**config.mk**
```make
export PLATFORM = sky130hd
export DESIGN_NAME = ct_split
export DESIGN_NICKNAME = d
export VERILOG_FILES = /design/src/rtl/ct_split.sv
export SDC_FILE = /design/constraint.sdc
export NUM_CORES = 1
export LEC_CHECK = 0
export ABC_CLOCK_PERIOD_IN_PS = 2000
export BUFFER_PORTS_ARGS = -buffer_cell sky130_fd_sc_hd__buf_4
export CORE_AREA = 2 2 39 41
export DETAILED_ROUTE_END_ITERATION = 10
export DIE_AREA = 0 0 41 43
export GPL_TIMING_DRIVEN = 1
export PLACE_DENSITY = 0.44
export SLEW_MARGIN = 20
export SYNTH_ARGS = -nofsm -noshare
export SYNTH_HDL_FRONTEND = slang
export SYNTH_SLANG_ARGS = --single-unit
```
**constraint.sdc**
```tcl
create_clock -name clk -period 2 [get_ports clk]
set_input_delay 0.2 -clock clk [delete_from_list [all_inputs] [get_ports clk]]
set_output_delay 0.2 -clock clk [all_outputs]
set_load 0.05 [all_outputs]
```
**src/rtl/ct_split.sv**
```systemverilog
// Packet-aware 1-to-RADIX splitter: routes each packet to a latched destination subset through a one-entry output buffer.
// Latency: a beat accepted at cycle t is presented on o_valid/o_data at t+1; full throughput of one beat per cycle.
// Backpressure: o_ready drops while any pending sink is not ready this cycle; each sink drains independently.
module ct_split #(
    parameter int RADIX   = 2,
    parameter int WIDTH   = 1,
    parameter int EOP_LOC = 0
) (
    input  logic             clk,
    input  logic             reset,
    input  logic [WIDTH-1:0] i_data,
    input  logic             i_valid,
    input  logic [RADIX-1:0] i_mask,
    output logic             o_ready,
    output logic [WIDTH-1:0] o_data,
    output logic [RADIX-1:0] o_valid,
    input  logic [RADIX-1:0] i_ready
);

    // Packet framing states: waiting for a first beat, or inside a multi-beat packet.
    localparam logic [0:0] S_SOP = 1'b0;
    localparam logic [0:0] S_MID = 1'b1;

    logic [0:0]       state;
    logic [RADIX-1:0] pend;       // sinks that still owe an acceptance of the buffered beat
    logic [RADIX-1:0] lock_mask;  // route held for the body of the current packet
    logic [RADIX-1:0] eff_mask;
    logic [WIDTH-1:0] buf_data;
    logic             accept;
    logic             in_eop;

    // Buffer is free when every pending sink takes the beat this cycle; closed while in reset.
    always_comb begin
        o_ready  = !reset && ((pend & ~i_ready) == '0);
        accept   = i_valid && o_ready;
        in_eop   = i_data[EOP_LOC];
        eff_mask = (state == S_SOP) ? i_mask : lock_mask;
        o_valid  = pend;
        o_data   = buf_data;
    end

    // Output buffer: a new load replaces whatever drains this cycle; otherwise clear sinks that accepted.
    always_ff @(posedge clk or posedge reset) begin
        if (reset) begin
            pend     <= '0;
            buf_data <= '0;
        end else if (accept) begin
            buf_data <= i_data;
            pend     <= eff_mask;
        end else begin
            pend     <= pend & ~i_ready;
        end
    end

    // Packet framing: latch the route on a non-EOP first beat, release it on the EOP beat.
    always_ff @(posedge clk or posedge reset) begin
        if (reset) begin
            state     <= S_SOP;
            lock_mask <= '0;
        end else if (accept) begin
            if (state == S_SOP) begin
                if (!in_eop) begin
                    lock_mask <= i_mask;
                    state     <= S_MID;
                end
            end else begin
                if (in_eop) begin
                    state <= S_SOP;
                end
            end
        end
    end

endmodule

```
Word level (Yosys, flattened, before mapping)
Index checks and enable logic that the tools add are counted.
Widths: inputs -> output; s select.
{ "op_classes": {"n_addsub": 0, "multipliers": 0, "div_mod_pow": 0, "order_cmp": 0, "n_eq_ne": 0, "n_shift": 0, "muxes": 3, "bitwise_logic": 4, "n_reduce_logical": 5} }
{ "op_table": {"columns": ["operator", "n"], "rows": [
  ["$mux 2", 2],
  ["$reduce_and 3->1", 1],
  ["$and 2x2->2", 1],
  ["$logic_and 1x1->1", 2],
  ["$logic_not 2->1", 1],
  ["$not 1->1", 2],
  ["$not 2->2", 1],
  ["$logic_not 1->1", 1],
  ["$mux 1", 1]
]} }
{ "totals": {"register_bits": 6, "latchBits": 0, "mem_bits_rw": 0, "mem_bits_ro": 0, "in_bits": 8, "output_inout_bits": 4, "word_cells": 16, "mem_count": 0} }

Logic depth before layout (Yosys ltp)
{ "logic_depth": {"word_depth": 6, "ltp_mapped": 3} }

Worst setup path before layout
No wires, ideal clock.
{ "synth_path": {"path_kind": "register to output", "start": "register pend[0], in the netlist o_valid[0]", "end": "output o_ready", "t_arrival_ns": 1.209, "slack_ns": 0.591, "stages_incl_launch_ff": 3, "cell_sequence": "dfrtp_1 -> nand2b_1 -> and3_1"} }
{ "synth_via": {"elab_chain_cells": 3} }
{ "synth_lines": {"columns": ["element", "line_no", "source"], "rows": [
  ["start, declared", "25", "logic [RADIX-1:0] pend;"],
  ["start signal, assigned", "49", "pend <= eff_mask;"],
  ["start signal, assigned", "51", "pend <= pend & ~i_ready;"],
  ["$and 2x2->2", "34", "o_ready = !reset && ((pend & ~i_ready) == '0);"],
  ["$logic_not 2->1", "34", null],
  ["$logic_and 1x1->1", "34", null],
  ["end, declared", "14", "output logic o_ready,"]
]} }
No other way between the ends.

Final worst setup path
{ "layout_path": {"start": "input reset", "end": "output o_ready"} }
{ "layout_via": {"elab_chain_cells": 2} }
{ "layout_lines": {"columns": ["element", "line_no", "source"], "rows": [
  ["start, declared", "10", "input logic reset,"],
  ["$logic_not 1->1 (no line)", null, null],
  ["$logic_and 1x1->1", "34", null]
]} }
No other way between the ends.

==> results.yml <==
synth:
  ys_types: 10
  syn_area_sq_um: 277
  synth_seq_area_share: 0.543
  ys_seq_elements: 6
  yosysTopAreaCell: "dfrtp_1"
  synth_nets: 30
  netlist_instances: 22
  netlist.area_leader.share: 0.543
  yosys_warnings: 0
  synth.area.top_cells: "dfrtp_1 54%, mux2_2 12%, mux2i_1 11%, nor4b_2 5.4%, nand2b_1 4.5%"
  syn_area_per_cell_sq_um: 12.6
sta:
  tns_ps: 0
  tightest_slew_ps: 262
  relSlewSlack: 0.825
  finalSetupViolations: 0
  rsz0062_at_grt: "false"
  clock_skew_ps: 1.30
  period_minus_slack_ps: 1670
  fmax_mhz: 600
  min_period_over_period: 0.833
  hold_viol: 0
  slew_violations: 0
drt:
  drt-initial-drc-count: 0
  first_pass_iters: 1
  ant_nets: 0
  num_vias: 221
  wl_microns: 520
  vias_per_cell: 4.17
  route.detailed.wl_per_inst_microns: 9.81
  drcViolationCount: 0
setup_path:
  worstReg2RegStart: "state"
  crit_chain: "dlygate4sd3_1 > buf_4 > inv_1 > and3_1 > buf_4"
  r2r_cells: 3
  crit_fanout: 8
  cp.depth: 5
  crit_top_cell: "buf_4"
  cp_num_buf_inv: 4
  path_delay_family: "buffers and inverters"
  path_class: "input pin to output pin"
  cpMaxStageDelayCell: "dlygate4sd3_1"
  startpoint_type: "input pin"
  cp_data_required_time_ps: 1800
  cp-endpoint: "o_ready"
  cpPeakStageDelay_ps: 530
  rrSetupSlack_ps: 750
  rr_endpoint: "lock_mask[1]"
  crit_arrival_ps: 1470
  end_kind: "output pin"
  startpoint: "reset"
power_and_ir_drop:
  seq_power_share: 0.403
  p_int_mw: 0.293
  ir_worst_vdd_mv: 0.242
  pwr-share-clk: 0.246
  power.leakage_nw: 0.204
  combPwrFrac: 0.351
  switching_share: 0.347
  power_density_mw_per_mm2: 1090
  power_switching_mw: 0.156
grt:
  grt_max_degree: 9
  antenna_found_initial: 0
  grt_pass1_vias: 240
  grt_pass1_wl_microns: 834
  grt_use_total: 0.0777
  overflow: 0
layout:
  finish.instance_area_sq_um: 412
  ff_latch_area_sq_um: 150
  synthToLayoutAreaGrowth_pct: 48.9
  multi_input_area_sq_um: 119
  drive_above_1_share: 0.486
  n_fill_cell: 150
  diodes: 0
  nNetsFinal: 47
floorplanning:
  initial_core_util: 0.200
  die_area_sq_mm: 0.00176
  num_rows: 14
  core_sq_mm: 0.00138
  num_io_pins: 12
  die_x_microns: 41
  chipHeight_microns: 43
place:
  place.gp.congestion: 0.637
  portBuffers: 11
  postPlaceCellArea_sq_um: 379
cts:
  clockBufferDepth: 2
  postCtsResizedCells: 0
  cts_root_buf: "clkbuf_4"
  cts_buffers: 3
  cts_tree: "done"
  cts.sinks: 6
  cts_setup_buffers: 0
  hold_buffers: 1
  clk_pin_slew_ps: 40
  insertion_delay_ps: 240
  cts_max_level: 1
outcome:
  outcome: "finished, final reports clean"
job:
  drv_cap: 0
min_path:
  hp-class: "input pin to register"
  hold_start: "i_data"
-- cells in the mapped netlist --
cell type  count
and3_1         1
nor4b_2        1
o21ai_0        2
inv_1          2
mux2_2         3
mux2i_1        3
nand3_1        1
dfrtp_1        6
nand2b_1       2
nand4_1        1
-- metal layers --
metal	up-vias	wire, microns	track usage
met1	104	187	0.0654
met5	-	0	0
li1	108	-	-
met3	2	47	0.0314
met2	7	275	0.113
met4	0	10	0.100
-- power by group through the flow --
stage                     logic, mW  clock network, mW  registers, mW
after global placement        0.157                  0          0.181
final                         0.158              0.110          0.181
after detailed placement      0.158                  0          0.183
after global routing          0.168              0.119          0.186
after floorplan              0.0644                  0          0.226
after CTS                     0.160              0.117          0.181
-- how the worst min path moves through the flow --
stage,endpoint,slack [ps],cells after the start
floorplan,lock_mask[0],4,1
global placement,state,160,2
detailed placement,o_data,170,2
CTS,state,150,2
global route,state,160,2
finish,state,160,2
-- worst register-to-register path, cell delays in order, from the launching register on --
cell and delay, ps:
dfrtp_1 430, nor4b_2 260, nand3_1 150, mux2_2 290
-- layout by cell type (no fill, tap or decap) --
master	count
mux2i_1	3
o21ai_0	2
clkbuf_4	3
nand3_1	1
mux2_2	3
nand4_1	1
nor4b_2	1
nand2b_1	2
dlygate4sd3_1	1
buf_4	11
and3_1	1
dfrtp_1	6
inv_1	2
-- sequential cells by signal (all words and copies together), names as in the netlist --
name and count:
lock_mask 2, state 1, o_valid 2, o_data 1
-- stage by stage --
stage               hold WS, ps  setup slack [ps]   util  power (mW)  instances
floorplan                  4.14               591      -       0.290         22
global placement            162               724  0.274       0.338         49
detailed placement          165               738  0.274       0.342         49
CTS                         153               307  0.297       0.458         53
global route                156               204  0.297       0.473         53
finish                      160               333  0.297       0.449         53
-- cell type report --
cell class,instances,share of cell area
Clock buffer,3,0.0547
Tap cell,16,0.0486
Inverter,2,0.0182
Timing Repair Buffer,12,0.225
Sequential cell,6,0.365
Multi-Input combinational cell,14,0.289
-- kinds of logic after synthesis --
logic type      after synthesis  synth area share
mux                           6             0.231
flops                         6             0.543
buf+inv                       2            0.0272
compound gates                2            0.0362
simple gates                  6             0.163
No activity file was read; power rests on OpenSTA's default activity.
